--- config.mk ---
export PLATFORM = sky130hd
export DESIGN_NAME = cache_req_queue
export DESIGN_NICKNAME = d
export VERILOG_FILES = /design/src/rtl/cache_req_queue.sv
export SDC_FILE = /design/constraint.sdc
export NUM_CORES = 1
export LEC_CHECK = 0
export ABC_CLOCK_PERIOD_IN_PS = 2600
export BUFFER_PORTS_ARGS = -buffer_cell sky130_fd_sc_hd__buf_2
export CAP_MARGIN = 10
export CORE_ASPECT_RATIO = 0.6
export CORE_MARGIN = 1
export CORE_UTILIZATION = 46
export CTS_CLUSTER_DIAMETER = 150
export CTS_CLUSTER_SIZE = 28
export DETAILED_ROUTE_END_ITERATION = 8
export PLACE_DENSITY = 0.67
export SLEW_MARGIN = 10
export SYNTH_ARGS = -nofsm -noshare
export SYNTH_HDL_FRONTEND = slang
export SYNTH_SLANG_ARGS = --single-unit
--- constraint.sdc ---
create_clock -name clk -period 2.6 [get_ports clk]
set_clock_uncertainty 0.05 [all_clocks]
set_input_delay 0.26 -clock clk [delete_from_list [all_inputs] [get_ports clk]]
set_output_delay 0.26 -clock clk [all_outputs]
set_load 0.01 [all_outputs]
--- src/rtl/cache_req_queue.sv ---
// ---------------------------------------------------------------------------
// cache_req_queue
//
// Buffers CPU load/store requests in a small circular FIFO and issues them to
// a single-ported cache one at a time, in acceptance order. Each request is
// held on the cache strobes until the cache reports done. The result is then
// presented to the CPU as a response and held until the CPU takes it.
//
// Handshakes:
//   req:  a request transfers on a rising edge where req_valid && req_ready.
//         req_ready depends only on the FIFO occupancy and never on a pop in
//         the same cycle.
//   resp: a response transfers on a rising edge where resp_valid &&
//         resp_ready. resp_valid/resp_write/resp_rdata stay stable while
//         resp_valid is high and resp_ready is low.
//   cache: c_read/c_write/c_addr/c_wdata stay stable from issue until the
//         edge where c_done is sampled high. c_done is ignored at all other
//         times.
//
// Ports:
//   clk, rst_n            clock, asynchronous active-low reset
//   req_valid/req_ready   CPU request handshake
//   req_write             1 = write, 0 = read
//   req_addr, req_wdata   request address and write data
//   resp_valid/resp_ready CPU response handshake
//   resp_write, resp_rdata response kind and read data (0 for writes)
//   c_addr, c_wdata       address and write data to the cache
//   c_read, c_write       cache strobes (never both high)
//   c_done, c_rdata       cache completion and read data
//   q_count               number of occupied FIFO entries (0..DEPTH)
// ---------------------------------------------------------------------------
module cache_req_queue #(
    parameter int ADDRESS_WIDTH = 8,
    parameter int DATA_WIDTH    = 32,
    parameter int DEPTH         = 4
) (
    input  logic                      clk,
    input  logic                      rst_n,
    input  logic                      req_valid,
    output logic                      req_ready,
    input  logic                      req_write,
    input  logic [ADDRESS_WIDTH-1:0]  req_addr,
    input  logic [DATA_WIDTH-1:0]     req_wdata,
    output logic                      resp_valid,
    input  logic                      resp_ready,
    output logic                      resp_write,
    output logic [DATA_WIDTH-1:0]     resp_rdata,
    output logic [ADDRESS_WIDTH-1:0]  c_addr,
    output logic                      c_read,
    output logic                      c_write,
    output logic [DATA_WIDTH-1:0]     c_wdata,
    input  logic                      c_done,
    input  logic [DATA_WIDTH-1:0]     c_rdata,
    output logic [$clog2(DEPTH):0]    q_count
);

    localparam int PTR_W   = $clog2(DEPTH);
    localparam int CNT_W   = PTR_W + 1;
    localparam int ENTRY_W = 1 + ADDRESS_WIDTH + DATA_WIDTH;
    localparam logic [CNT_W-1:0] FULL_COUNT = CNT_W'(DEPTH);

    typedef enum logic [1:0] {
        IDLE = 2'd0,
        BUSY = 2'd1,
        RESP = 2'd2
    } state_t;

    state_t state;
    state_t state_nxt;

    logic [ENTRY_W-1:0]       mem [DEPTH];
    logic [PTR_W-1:0]         wr_ptr;
    logic [PTR_W-1:0]         rd_ptr;
    logic [CNT_W-1:0]         count;
    logic                     push;
    logic                     pop;
    logic                     head_write;
    logic [ADDRESS_WIDTH-1:0] head_addr;
    logic [DATA_WIDTH-1:0]    head_wdata;

    assign req_ready = (count != FULL_COUNT);
    assign push      = req_valid && req_ready;
    // The head is taken into the issue register only from IDLE, so at most
    // one request is ever outstanding to the cache.
    assign pop       = (state == IDLE) && (count != '0);
    assign q_count   = count;

    assign {head_write, head_addr, head_wdata} = mem[rd_ptr];

    // ------------------------------------------------------------------
    // FIFO storage. Entries are only read while count > 0, so the array
    // itself needs no reset.
    // ------------------------------------------------------------------
    always_ff @(posedge clk) begin
        if (push) begin
            mem[wr_ptr] <= {req_write, req_addr, req_wdata};
        end
    end

    // Pointers wrap naturally because DEPTH is a power of two.
    always_ff @(posedge clk or negedge rst_n) begin
        if (!rst_n) begin
            wr_ptr <= '0;
            rd_ptr <= '0;
            count  <= '0;
        end else begin
            if (push) begin
                wr_ptr <= wr_ptr + PTR_W'(1);
            end
            if (pop) begin
                rd_ptr <= rd_ptr + PTR_W'(1);
            end
            case ({push, pop})
                2'b10:   count <= count + CNT_W'(1);
                2'b01:   count <= count - CNT_W'(1);
                default: count <= count;
            endcase
        end
    end

    // ------------------------------------------------------------------
    // Control FSM: state register and next-state logic.
    // ------------------------------------------------------------------
    always_ff @(posedge clk or negedge rst_n) begin
        if (!rst_n) begin
            state <= IDLE;
        end else begin
            state <= state_nxt;
        end
    end

    always_comb begin
        state_nxt = state;
        case (state)
            IDLE: begin
                if (count != '0) begin
                    state_nxt = BUSY;
                end
            end
            BUSY: begin
                if (c_done) begin
                    state_nxt = RESP;
                end
            end
            RESP: begin
                if (resp_ready) begin
                    state_nxt = IDLE;
                end
            end
            default: state_nxt = IDLE;
        endcase
    end

    // ------------------------------------------------------------------
    // Issue register (cache-side outputs) and response register.
    // c_write doubles as the "issued request is a write" flag, which is
    // why it is still valid on the completing edge.
    // ------------------------------------------------------------------
    always_ff @(posedge clk or negedge rst_n) begin
        if (!rst_n) begin
            c_addr     <= '0;
            c_wdata    <= '0;
            c_read     <= 1'b0;
            c_write    <= 1'b0;
            resp_valid <= 1'b0;
            resp_write <= 1'b0;
            resp_rdata <= '0;
        end else begin
            case (state)
                IDLE: begin
                    if (pop) begin
                        c_addr  <= head_addr;
                        c_wdata <= head_wdata;
                        c_write <= head_write;
                        c_read  <= !head_write;
                    end
                end
                BUSY: begin
                    if (c_done) begin
                        c_read     <= 1'b0;
                        c_write    <= 1'b0;
                        resp_valid <= 1'b1;
                        resp_write <= c_write;
                        resp_rdata <= c_write ? '0 : c_rdata;
                    end
                end
                RESP: begin
                    if (resp_ready) begin
                        resp_valid <= 1'b0;
                    end
                end
                default: begin
                    c_read  <= 1'b0;
                    c_write <= 1'b0;
                end
            endcase
        end
    end

endmodule

---- After elaboration in Yosys (flattened, before gate mapping) ----
Memories as Yosys holds them, arrays and structs flattened.
Cells that the tools add are included.
Widths: inputs -> output; s select.
storage, ports and cells
  bits in registers ....................... 85
  RAM bits ................................ 164
  output and inout bits ................... 80
  logic and storage cells ................. 54
  memories ................................ 1
memories
  memory  depth  width  rd ports  clocked after memory_dff  write ports  RTL line  source
  mem     4      41     1         0                         1            71        logic [ENTRY_W-1:0] mem [DEPTH];
operators by class
  add/subtract/negate cells ............... 4
  equality and inequality tests ........... 9
  muxes and demuxes ....................... 16
  bitwise logic cells ..................... 1
  reductions and logical operators ........ 12
operator list
  operator             count
  $mux 32              1
  $reduce_and 3->1     3
  $mux 1               7
  $mux 2               3
  $ne 2x2->1 const B   3
  $pmux 1 s3           2
  $pmux 2 s3           1
  $pmux 3 s2           1
  $add 2x1->2 const B  2
  $eq 2x1->1 const B   2
  $eq 2x2->1 const B   2
  $reduce_and 2->1     2
  $reduce_bool 2->1    2
  $add 3x1->3 const B  1
  $ne 3x3->1 const B   1
  $reduce_bool 3->1    1
  $sub 3x1->3 const B  1
  $logic_and 1x1->1    2
  $logic_not 2->1      1
  $ne 2x1->1 const B   1
  $pmux 1 s2           1
  $logic_not 1->1      1
  $not 1->1            1

---- Longest topological paths before layout ----
  depth after elaboration ................. 4
  mapped depth ............................ 10
  depth with buffers taken out ............ 9

---- Worst setup path after synthesis ----
OpenSTA, ideal clock, no wires.
  path type ............................... reg2reg
  from .................................... register count[2], in the netlist q_count[2]
  to ...................................... memory mem[0][0] (netlist name), enable pin
  arrival ................................. 1.777 ns
  path slack .............................. 0.370 ns
  cell stages (with the launch flop) ...... 3
  path buffers ............................ 0
  clock period less this slack ............ 2.230 ns
  cell sequence ........................... dfrtp_1 or3b_1 and3_1
between the ends
  cells in the longest elaborated chain, start to end .. 4
RTL lines
  element                       RTL line  source
  start: declaration            74        logic [CNT_W-1:0] count;
  start signal: assignment      114       2'b10: count <= count + CNT_W'(1);
  start signal: assignment      115       2'b01: count <= count - CNT_W'(1);
  start signal: assignment      116       default: count <= count;
  $ne 3x3->1                    81        assign req_ready = (count != FULL_COUNT);
  net req_ready                 40        output logic req_ready,
  $logic_and 1x1->1             82        assign push = req_valid && req_ready;
  $mux 1                        95        if (push) begin
  $mux 1 (implied by the code)  96        mem[wr_ptr] <= {req_write, req_addr, req_wdata};
  end: declaration              71
The timed path passes the listed nets, and every way through them passes these cells.

---- Final worst setup path ----
  from .................................... register count[0], in the netlist q_count[0]
  to ...................................... register count[2], in the netlist q_count[2]
between the ends
  cells in the longest elaborated chain, start to end .. 4
RTL lines
  element                                          RTL line  source
  $ne 3x3->1 or $reduce_bool 3->1 (tied branches)  81, 85
  $logic_and 1x1->1 (on tied branches)             82, 85
  $eq 2x1->1 or $eq 2x2->1 (tied branches)         113       case ({push, pop})
  $pmux 3 s2 or $reduce_bool 2->1 (tied branches)  -
Parallel ways exist; a longest one is shown, timed or not.
A chain may end at the register's enable or synchronous reset.

==> impl_metrics.env <==
export IMPL_cts_resized_gates=0
export IMPL_min_path_type="input pin to flop"
export IMPL_cts_buffer_depth=3
export IMPL_fill_cells=1546
export IMPL_p_leak_nw=4.56
export IMPL_finalCriticalPeriod_ps=2280
export IMPL_slew_viol_final=0
export IMPL_synth_seq_cells=249
export IMPL_worstSetupPathType="flop to flop"
export IMPL_hold_depth=3
export IMPL_hpwl_um=11200
export IMPL_avgRoutedWirePerCell_um=18.2
export IMPL_clkLatencyLatePin_ps=480
export IMPL_cp_max_fo=6
export IMPL_synthesis_nets=581
export IMPL_vias=5064
export IMPL_critPathLaunchType="flop"
export IMPL_rows=40
export IMPL_r2r_end="q_count[2]$_DFFE_PN0P_"
export IMPL_holdCritStartpoint="c_rdata[6]"
export IMPL_path_clk_slew_ps=110
export IMPL_p_seq_frac=0.481
export IMPL_grt_setup_unrepaired="false"
export IMPL_r2r_cells=9
export IMPL_hold_end="resp_rdata[6]$_DFFE_PN0P_"
export IMPL_drive_above_1_share=0.374
export IMPL_max_freq_mhz=439
export IMPL_power_frac_comb=0.351
export IMPL_drtIter0Drc=298
export IMPL_synth_area_top_cells="edfxtp_1, dfrtp_1, mux4_2"
export IMPL_area_growth_pct=24.0
export IMPL_crit_chain="or3b_1 -> and2_4 -> inv_1 -> ha_1 -> inv_1 -> fa_1 -> xor2_1 -> nor2_1 -> xor2_1"
export IMPL_holdWs_ps=19.5
export IMPL_max_stage_delay_ps=450
export IMPL_hold_viol=0
export IMPL_vdd_ir_drop_max_mv=0.551
export IMPL_rrSetupSlack_ps=320
export IMPL_critPathArrivalTime_ps=2640
export IMPL_cp_end_kind="flop"
export IMPL_worst_pin_slew_ps=838
export IMPL_initial_core_util=0.470
export IMPL_grt_max_degree=52
export IMPL_ys_warn_count=0
export IMPL_yosysSeqAreaShare=0.750
export IMPL_core_area_um2=20000
export IMPL_tns_ps=0
export IMPL_yosys_area_top_type_share=0.523
export IMPL_finalSetupViolCount=0
export IMPL_drv_cap=0
export IMPL_synth_most_common_cell="edfxtp_1"
export IMPL_h_tree_depth=1
export IMPL_min_period_over_period=0.876
export IMPL_placed_area_um2=10600
export IMPL_synth_flop_cell="edfxtp_1"
export IMPL_finalInstanceArea_um2=11700
export IMPL_overflow=0
export IMPL_synth_cell_types=28
export IMPL_net_switching_power_mw=3.86
export IMPL_power_internal_mw=8.60
export IMPL_finalWeightedCongestion=0.763
export IMPL_cts_buffers_inserted=12
export IMPL_via_per_inst=5.01
export IMPL_synth_edf_count=164
export IMPL_yosys_area_top_type="edfxtp_1"
export IMPL_wirelength_um=18400
export IMPL_postCtsHoldBufs=73
export IMPL_fin_util=0.583
export IMPL_synth_area_um2=9410
export IMPL_drt_first_pass_iters=6
export IMPL_status="complete, no violations"
export IMPL_die_area_um2=21000
export IMPL_p_per_area_nw_per_um2=1070
export IMPL_antenna_found_initial=1
export IMPL_post_cts_setup_buffer_count=0
export IMPL_async_reset_ff_frac=0.341
export IMPL_io_pins=158
export IMPL_route_detailed_drc=0
export IMPL_tritoncts="done"
export IMPL_grt_pass1_wl_um=29100
export IMPL_die_y_um=113
export IMPL_port_buffers=157
export IMPL_dieWidth_um=187
export IMPL_synthTopCellsByCount="edfxtp_1, dfrtp_1, mux2_2, mux4_2, o21ai_0"
export IMPL_syn_avg_cell_area_um2=18.9
export IMPL_critPathRequiredTime_ps=2960
export IMPL_syn_instance_count=497
export IMPL_grt_pass1_vias=5406
export IMPL_worst_path_max_delay_cell="dfrtp_1"
export IMPL_p_total_mw=12.5
export IMPL_track_usage=0.180
export IMPL_p_clk_frac=0.167
export IMPL_max_slew_margin=0.441
export IMPL_cts_root_buf="clkbuf_16"
export IMPL_final_nets=815
export IMPL_cts_sinks=249
export IMPL_ant_nets=0
export IMPL_reg2reg_from="q_count[0]$_DFFE_PN0P_"
export IMPL_netSwitchingFraction=0.310
## sequential cells by signal (all words and copies together), names as in the netlist
register,flops
resp_write,1
state,2
c_write,1
rd_ptr,2
resp_rdata,32
mem,164
wr_ptr,2
q_count,3
c_read,1
resp_valid,1
c_addr,8
c_wdata,32
## how the worst max path moves through the flow
stage / startpoint / end / slack (ps)
5_1_grt: q_count[0]$_DFFE_PN0P_ / q_count[2]$_DFFE_PN0P_ / 140
6_report: q_count[0]$_DFFE_PN0P_ / q_count[2]$_DFFE_PN0P_ / 320
2_1_floorplan: q_count[2]$_DFFE_PN0P_ / mem[0][0]$_DFFE_PP_ / 370
3_3_place_gp: q_count[0]$_DFFE_PN0P_ / q_count[2]$_DFFE_PN0P_ / 400
3_5_place_dp: q_count[0]$_DFFE_PN0P_ / q_count[2]$_DFFE_PN0P_ / 340
4_1_cts: q_count[0]$_DFFE_PN0P_ / q_count[2]$_DFFE_PN0P_ / 310
## critical path: cells and delay by family (launching register included)
kind                     cells  cell delay [ps]
AND/OR/NAND/NOR              3              740
adder cells (fa/ha/maj)      2              550
flip-flops                   1              450
XOR/XNOR                     2              300
buffers and inverters        2              120
## layout by cell type, fill, tap and decap left out, types with 2 or more instances in the layout
master	Yosys	routed
clkbuf_16	0	13
o21ai_0	36	36
edfxtp_1	164	164
xor2_1	2	2
and3_2	0	4
ha_1	5	5
mux2_2	42	42
dlygate4sd3_1	0	74
buf_2	3	156
buf_4	4	8
mux2i_1	2	2
buf_12	0	6
nand2_1	33	33
dfrtp_1	85	83
mux4_2	41	41
xnor2_1	4	4
clkbuf_1	12	6
nor2_1	2	2
inv_1	8	8
a21oi_1	2	2
nand2b_1	33	33
## power groups by stage
stage                     registers [mW]  clock network [mW]  logic, mW
final                               6.00                2.08       4.38
after global routing                6.14                2.30       4.76
after CTS                           6.02                2.16       4.45
after detailed placement            6.10                   0       4.35
after global placement              6.03                   0       4.26
after floorplan                     6.21                   0       2.73
## layer usage
layer,up-vias,share of wire,global-route usage
met5,-,0,0
met4,0,0.018,0.0366
met3,25,0.043,0.0304
met2,117,0.47,0.292
met1,2588,0.47,0.261
li1,2334,-,-
## cells by family (layout without fill, tap and decap cells)
logic type,after synthesis,after routing,synth area share
other,0,1,0
AND/OR/NAND/NOR,79,79,0.0448
multiplexers,85,85,0.151
adder cells (fa/ha/maj),6,6,0.00878
flip-flops,249,249,0.750
XOR/XNOR,6,6,0.00559
AO/OA/AOI/OAI,40,40,0.0219
buffers and inverters,32,272,0.0188
## through the flow
step,instances,setup slack [ps]
floorplan,497,370
global route,1011,141
finish,1011,321
detailed placement,916,343
CTS,1009,306
global placement,916,398
## area by class of cell
type / count / area, um^2 / share of cell area
antenna: 1 / 2.50 / 0.000214
clock buffer: 19 / 348 / 0.0298
clock inverter: 1 / 5.00 / 0.000429
inverter: 8 / 30.0 / 0.00257
multi-input combinational: 216 / 2180 / 0.187
sequential: 249 / 7060 / 0.605
tap: 273 / 342 / 0.0293
timing repair buffer: 244 / 1700 / 0.146
Note: power is estimated with default switching activity, not from simulation.
